$ cat config.mk
export PLATFORM = sky130hd
export DESIGN_NAME = pwm_capture
export DESIGN_NICKNAME = d
export VERILOG_FILES = /design/src/rtl/pwm_capture.sv
export SDC_FILE = /design/constraint.sdc
export NUM_CORES = 1
export LEC_CHECK = 0
export ABC_AREA = 1
export BUFFER_PORTS_ARGS = -buffer_cell sky130_fd_sc_hd__buf_2
export CORE_MARGIN = 5
export CORE_UTILIZATION = 40
export CTS_CLUSTER_DIAMETER = 120
export DETAILED_ROUTE_END_ITERATION = 6
export PLACE_DENSITY = 0.56
export SYNTH_ARGS = -nofsm -noshare
export SYNTH_HDL_FRONTEND = slang
export SYNTH_SLANG_ARGS = --single-unit
$ cat constraint.sdc
create_clock -name clk -period 1.55 [get_ports clk]
set_input_delay 0.0775 -clock clk [delete_from_list [all_inputs] [get_ports clk]]
set_output_delay 0.0775 -clock clk [all_outputs]
set_load 0.02 [all_outputs]
$ cat src/rtl/pwm_capture.sv
// pwm_capture: multi-channel PWM period/high-time decoder with Avalon-MM slave
//   clk, reset_n      system clock, asynchronous active-low reset
//   pwm_in[NCH-1:0]   asynchronous PWM inputs
//   MMS_addr/read/write/writedata/readdata
//                     word-addressed Avalon-MM slave, read latency 1
//                     0..7 high/period per channel, 8 status, 9 W1C,
//                     A enable mask, B irq enable mask
//   irqout            level interrupt: new capture on an irq-enabled channel
module pwm_capture #(
   parameter int NCH = 3,
   parameter int CW  = 16
) (
   input  logic           clk,
   input  logic           reset_n,
   input  logic [NCH-1:0] pwm_in,
   input  logic [3:0]     MMS_addr,
   input  logic           MMS_read,
   input  logic           MMS_write,
   input  logic [31:0]    MMS_writedata,
   output logic [31:0]    MMS_readdata,
   output logic           irqout
);
   typedef enum logic [1:0] {IDLE, HIGH, LOW} state_t;
   localparam logic [CW-1:0] CMAX    = '1;
   localparam logic [7:0]    CH_MASK = 8'((9'd1 << NCH) - 9'd1);
   logic [NCH-1:0] r_s1, r_s2, r_prev;
   logic [7:0]     r_en, r_irq_en;
   logic [31:0]    r_rdata;
   logic           r_irq;
   logic [7:0]     w_new, w_tout, w_lvl;
   logic [CW-1:0]  w_high [8];
   logic [CW-1:0]  w_per [8];
   logic [2:0]     w_idx;
   logic           w_wr_clr;
   logic [31:0]    w_rdata;
   logic           w_unused;
   assign w_unused     = ^MMS_writedata;
   assign w_lvl        = 8'(r_s2);
   assign w_idx        = {1'b0, MMS_addr[2:1]};
   assign w_wr_clr     = MMS_write && MMS_addr == 4'h9;
   assign MMS_readdata = r_rdata;
   assign irqout       = r_irq;
   // Channel slots beyond NCH hold zero, so addresses 0..7 of absent channels read 0.
   assign w_rdata = !MMS_addr[3]      ? 32'(MMS_addr[0] ? w_per[w_idx] : w_high[w_idx]) :
                    MMS_addr == 4'h8 ? {8'h0, w_lvl, w_tout, w_new} :
                    MMS_addr == 4'hA ? {24'h0, r_en} :
                    MMS_addr == 4'hB ? {24'h0, r_irq_en} : '0;
   always_ff @(posedge clk or negedge reset_n)
      if (!reset_n) begin
         r_s1     <= '0;
         r_s2     <= '0;
         r_prev   <= '0;
         r_en     <= '0;
         r_irq_en <= '0;
         r_rdata  <= '0;
         r_irq    <= 1'b0;
      end else begin
         r_s1   <= pwm_in;
         r_s2   <= r_s1;
         r_prev <= r_s2;
         if (MMS_write && MMS_addr == 4'hA) r_en <= MMS_writedata[7:0] & CH_MASK;
         if (MMS_write && MMS_addr == 4'hB) r_irq_en <= MMS_writedata[7:0] & CH_MASK;
         if (MMS_read) r_rdata <= w_rdata;
         r_irq <= |(w_new & r_irq_en);
      end
   for (genvar g = 0; g < 8; g++) begin : g_ch
      if (g < NCH) begin : g_on
         state_t        r_state;
         logic [CW-1:0] r_cnt, r_hcur, r_per, r_high;
         logic          r_new, r_tout;
         logic          w_rise, w_fall, w_to, w_cap;
         assign w_rise = r_s2[g] & ~r_prev[g];
         assign w_fall = ~r_s2[g] & r_prev[g];
         // Saturated counter ends the measurement before any edge handling.
         assign w_to   = r_en[g] && r_state != IDLE && r_cnt == CMAX;
         assign w_cap  = r_en[g] && r_state == LOW && w_rise && !w_to;
         assign w_new[g]  = r_new;
         assign w_tout[g] = r_tout;
         assign w_high[g] = r_high;
         assign w_per[g]  = r_per;
         always_ff @(posedge clk or negedge reset_n)
            if (!reset_n) begin
               r_state <= IDLE;
               r_cnt   <= '0;
               r_hcur  <= '0;
               r_per   <= '0;
               r_high  <= '0;
               r_new   <= 1'b0;
               r_tout  <= 1'b0;
            end else begin
               // Set has priority over a same-cycle write-1-to-clear.
               r_new  <= w_cap | (r_new & ~(w_wr_clr & MMS_writedata[g]));
               r_tout <= w_to | (r_tout & ~(w_wr_clr & MMS_writedata[8+g]));
               if (!r_en[g] || w_to) begin
                  r_state <= IDLE;
                  r_cnt   <= '0;
               end else begin
                  case (r_state)
                     IDLE: if (w_rise) begin
                        r_state <= HIGH;
                        r_cnt   <= CW'(1);
                     end
                     HIGH: begin
                        r_cnt <= r_cnt + 1'b1;
                        if (w_fall) begin
                           r_hcur  <= r_cnt;
                           r_state <= LOW;
                        end
                     end
                     LOW: if (w_rise) begin
                        r_per   <= r_cnt;
                        r_high  <= r_hcur;
                        r_cnt   <= CW'(1);
                        r_state <= HIGH;
                     end else r_cnt <= r_cnt + 1'b1;
                     default: begin
                        r_state <= IDLE;
                        r_cnt   <= '0;
                     end
                  endcase
               end
            end
      end else begin : g_off
         assign w_new[g]  = 1'b0;
         assign w_tout[g] = 1'b0;
         assign w_high[g] = '0;
         assign w_per[g]  = '0;
      end
   end
endmodule

# Word-level counts from Yosys, hierarchy flattened
# Index checks and enable logic that the tools add are counted.
[word_totals] elab_cells=176 regBits=252 out_inout_bits=33 input_bits=43
[op_classes] magnitude_cmp=1 n_eq_ne=22 n_reduce_logical=46 n_bitwise=41 muxes=35 addsub=3
[op_table] cell="$mux W16" count=14
[op_table] cell="$pmux W16 S3" count=3
[op_table] cell="$bmux W16 S3" count=2
[op_table] cell="$add A16 B1 Y16 const B" count=3
[op_table] cell="$eq A16 B16 Y1 const B" count=3
[op_table] cell="$mux W19" count=2
[op_table] cell="$and A1 B1 Y1" count=18
[op_table] cell="$logic_and A1 B1 Y1" count=18
[op_table] cell="$mux W2" count=9
[op_table] cell="$ne A3 B3 Y1 const B" count=6
[op_table] cell="$reduce_and A3 Y1" count=6
[op_table] cell="$eq A4 B4 Y1 const B" count=4
[op_table] cell="$not A1 Y1" count=15
[op_table] cell="$pmux W2 S2" count=3
[op_table] cell="$ne A3 B1 Y1 const B" count=3
[op_table] cell="$reduce_or A8 Y1" count=1
[op_table] cell="$eq A2 B1 Y1 const B" count=3
[op_table] cell="$eq A2 B2 Y1 const B" count=3
[op_table] cell="$logic_not A1 Y1" count=6
[op_table] cell="$logic_not A2 Y1" count=3
[op_table] cell="$mux W3" count=2
[op_table] cell="$or A1 B1 Y1" count=6
[op_table] cell="$reduce_and A2 Y1" count=3
[op_table] cell="$reduce_bool A2 Y1" count=3
[op_table] cell="other kinds (5)" count=9

# Depth between registers and ports, before layout
[logic_depth] depth_word=6 mapped_depth=10 ltp_nobuf=10

# Worst setup path after synthesis
# Ideal clock, no wire load.
[synth_path] kind="register to register" from="register g_ch[2].g_on.r_cnt[0]" to="register g_ch[2].g_on.r_high[6]" arrival_time_ns=1.466 period_less_slack_ns=1.583 slack_ns=-0.033 required_time_ns=1.433 path_stages_with_launch=11 path_buffers=1 setup_time_ns=0.117 path_cell_list="dfrtp_1 -> ha_1 -> nand2_1 -> nor2_2 -> nand3_1 -> nor2_2 -> nor2_2 -> nand3_2 -> buf_6 -> nand2_1 -> nand2_1"
[synth_between] elab_chain_len=5
[synth_rtl] element="start: declaration" line="69" text="logic [CW-1:0] r_cnt, r_hcur, r_per, r_high;"
[synth_rtl] element="start signal: assignment" line="104" text="r_cnt <= r_cnt + 1'b1;"
[synth_rtl] element="start signal: assignment" line="115" text="end else r_cnt <= r_cnt + 1'b1;"
[synth_rtl] element="$eq A16 B16 Y1" line="75" text="assign w_to = r_en[g] && r_state != IDLE && r_cnt == CMAX;"
[synth_rtl] element="$logic_and A1 B1 Y1" line="75"
[synth_rtl] element="$logic_or A1 B1 Y1" line="94" text="if (!r_en[g] || w_to) begin"
[synth_rtl] element="$not A1 Y1 (no line)"
[synth_rtl] element="$reduce_and A3 Y1 (no line)"
[synth_rtl] element="end signal: assignment" line="112" text="r_high <= r_hcur;"
[synth_rtl] element="end: declaration" line="69"
# Every way passes these cells.
# A chain may end at the register's enable or synchronous reset.

# Final worst setup path
[layout_path] from="register g_ch[0].g_on.r_cnt[0]" to="register g_ch[0].g_on.r_per[1]"
[layout_between] elab_chain_len=5
[layout_rtl] element="start: declaration" line="69"
[layout_rtl] element="start signal: assignment" line="104"
[layout_rtl] element="start signal: assignment" line="115"
[layout_rtl] element="$eq A16 B16 Y1" line="75"
[layout_rtl] element="$logic_and A1 B1 Y1" line="75"
[layout_rtl] element="$logic_or A1 B1 Y1" line="94"
[layout_rtl] element="$not A1 Y1 (no line)"
[layout_rtl] element="$reduce_and A3 Y1 (no line)"
[layout_rtl] element="end signal: assignment" line="111" text="r_per <= r_cnt;"
[layout_rtl] element="end: declaration" line="69"
# Every way passes these cells.

==> summary.txt <==
Global route
  • Initial antenna violation count: 0
  • Largest net degree at the start of global routing: between 50 and 60
  • Total track usage: between 20 and 25%
  • Gr ovfl total: 0
  • Vias in the first global route: about 10000
  • First-pass GRT wire length: 55.6 mm

Power
  • Leak pwr: 7.98 nW
  • Peak supply drop: ~0.90 mV
  • Power per standard cell area: approximately 1000 nW/um^2

Synthesis
  • Async S/R FF share, synth: 100%
  • Syn avg cell area: a little under 8 um^2
  • Ys Warns: 0
  • Area fraction of the dominant cell type after synthesis: 49.7%
  • Synth top area cells: dfrtp_1, nand2_1, nand4_1, o21ai_0, nor2_1
  • Largest area contributor in the synthesized netlist: dfrtp_1
  • Yosys reg bits: roughly 240
  • Top cells by count, synth: nand2_1, dfrtp_1, nand4_1
  • EDFF count, synth: 0
  • Mapped Cells: ~1500
  • Count leader, synth: nand2_1
  • Netlist Area Pre-Place: around 12000 um^2
  • Netlist cell types: 39
  • Top FF cell, synth: dfrtp_1
  • Post-synthesis sequential area ratio: around half

Setup path
  • Critical Path Slowest Stage Cell: dfrtp_1
  • Crit path top cell by count: nor2_4
  • Data arrival, critical path: between 2 and 2.5 ns
  • Worst endpoint required time: around 2 ns
  • Crit-path cells: ha_2 -> nand2_2 -> nor2_4 -> nand3_2 -> nor2_4 -> nor2_4 -> buf_12 -> buf_12 -> nand4_1 -> nand2_1
  • Critical Path Max Stage Delay: 0.39 ns
  • Type of origin of the critical path: flip-flop
  • CP Max Fanout: 9
  • Worst Setup End Kind: flip-flop
  • CP delay by family, top: simple AND/OR/NAND/NOR gates
  • Critical path class: flip-flop to flip-flop
  • Worst path bufs/invs: 2

Die
  • FP Rows: 63
  • Initial Util: between 40% and 50%
  • Die height: ~180 um
  • Core box area: roughly 30000 um^2
  • Total Die Area: 33600 um^2
  • Die X: around 180 um
  • # IOs: 76

Placement
  • PortBufs: 36
  • Placed inst area: 13700 um^2
  • GP Congestion: 0.874
  • Detail Placement HPWL: 23.3 mm
  • Dpl ws: -0.124 ns

Clock tree
  • Clock tree from TritonCTS: yes
  • Clock slew at reported path FFs: around 0.06 ns
  • CTS buffer count: 28
  • Clock Root Buffer: clkbuf_16
  • Max clock buf depth: 3
  • H-tree level count: 1
  • Clock latency at the later pin of the worst-skew pair: around 0.54 ns
  • Clock sink total: approximately 240

Drt
  • DR vias: roughly 11000
  • WL final: between 30 and 40 mm
  • DRC: 0
  • Detailed Routing Iterations Pass 1: 7
  • ANT nets after route: 0
  • Vias per cell: about 5.2
  • Initial DRC count: 777
  • WL/cell: between 15 and 20 um

Run
  • Maximum capacitance violations: 0

Timing
  • Fin crit period: roughly 1.6 ns
  • Setup ws final: -0.0957 ns
  • Setup violators final: ~140
  • Fin crit share: 106%
  • Setup TNS: -5.27 ns
  • Worst clock skew: 0.0183 ns
  • RSZ-0062 raised after global routing: true
  • Fin. max-slew vios: 0
  • Fmax: about 610 MHz
  • Final Hold Vio Count: 0

Finish
  • Post-layout util: between 50% and 60%
  • Final Net Count: between 1500 and 2000
  • Layout cells sized above 1: about 25%
  • Area grow syn2layout: 32.3%
  • Finished Cell Area: roughly 16000 um^2
  • Ant diodes: 0

Run status
  • Failing checks: setup timing
  • Status: complete, but fails checks

Min path
  • Worst Hold Class: input port to flip-flop
sequential cells by signal, indices dropped and copies added, names as in the netlist, 3 cells and up:
signal             cells
g_ch.g_on.r_state      6
g_ch.g_on.r_high      48
r_s2                   3
g_ch.g_on.r_hcur      48
MMS_readdata          19
g_ch.g_on.r_cnt       48
g_ch.g_on.r_per       48
g_ch.g_on.r_tout       3
r_prev                 3
r_en                   3
g_ch.g_on.r_new        3
r_irq_en               3
r_s1                   3
area by class of cell:
class | count | area, um^2
Multi-Input combinational cell | 1091 | 5640
Tap cell | 390 | 488
Sequential cell | 239 | 5980
Clock buffer | 41 | 821
Clock inverter | 9 | 123
Timing Repair Buffer | 258 | 2490
Fill cell | 2747 | 13700
Inverter | 98 | 368
cell families after synthesis:
| logic type | Yosys count | share of synthesized area [%] |
|---|---|---|
| AND/OR/NAND/NOR | 908 | 33.5 |
| flip-flops | 239 | 49.7 |
| buffers and inverters | 200 | 8.49 |
| AO/OA/AOI/OAI | 147 | 6.65 |
| XOR/XNOR | 15 | 1.09 |
| adder cells (fa/ha/maj) | 3 | 0.312 |
| multiplexers | 2 | 0.166 |
| other | 1 | 0.0312 |
where the power goes:
group	internal, mW	switching [mW]
Sequential	6.39	0.0962
Combinational	1.06	1.44
Clock	4.14	2.62
layout by cell type (no fill, tap or decap), types with 6 or more instances in the layout:
cell type and instances:
conb_1 13, o21ai_1 19, nand3_2 9, nand2_4 12
clkbuf_1 7, xor2_1 8, dfrtp_1 239, xnor2_1 7
nand3_4 6, nor2_2 16, inv_1 93, nand4_1 158
buf_12 24, clkbuf_16 39, buf_6 16, nand4_4 6
nand2_2 59, nor2_4 15, o21ai_0 63, nor2_1 96
buf_2 35, dlygate4sd3_1 15, buf_4 152, nor3_1 20
nand3_1 43, a21oi_1 27, nand2_1 465, o211ai_1 13
o21ai_2 13
routing by layer:
metal | share of wire, % | routed length (um) | global-route usage [%] | up-vias
met5 | 0 | 0 | 0 | -
met1 | 45 | 16000 | 28.4 | 5369
met3 | 3.8 | 1370 | 2.37 | 72
met4 | 3.3 | 1180 | 5.93 | 0
li1 | - | - | - | 5411
met2 | 48 | 17400 | 32.6 | 235
through the flow:
| stage | power (mW) | hold slack, ns | std cells |
|---|---|---|---|
| after floorplan | 7.68 | -0.218 | 1527 |
| after global placement | 8.42 | -0.0481 | 2024 |
| after detailed placement | 8.43 | -0.0462 | 2024 |
| after CTS | 15.5 | 0.0499 | 2102 |
| after global routing | 16.3 | 0.0722 | 2126 |
| final | 15.8 | 0.0612 | 2126 |
worst paths after layout:
path / from / to / slack, ns / cells after the start
max: g_ch[0].g_on.r_cnt[0] / g_ch[0].g_on.r_per[1] / -0.1 / 10
min: MMS_addr[3] / MMS_readdata[0] / 0.06 / 5
max reg2reg: g_ch[0].g_on.r_cnt[0] / g_ch[0].g_on.r_per[1] / -0.1 / 10
min reg2reg: r_s1[2] / r_s2[2] / 0.34 / 0
max in group asynchronous: reset_n / g_ch[1].g_on.r_cnt[6] / 0.43 / 4
min in group asynchronous: reset_n / g_ch[2].g_on.r_cnt[10] / 0.53 / 3
worst min-delay path, cell delays in order:
cell	delay (ns)
buf_2	0.10
nor2_1	0.05
buf_4	0.19
o21ai_0	0.09
nand2_1	0.05
repair_timing:
action,in CTS,in global routing
hold endpoints to repair,259,0
setup endpoints to repair,188,202
resized for setup,63,132
cloned,6,14
hold buffers,15,0
pin swaps,22,60
setup buffers,8,10
Power figures use the tool's default switching activity.
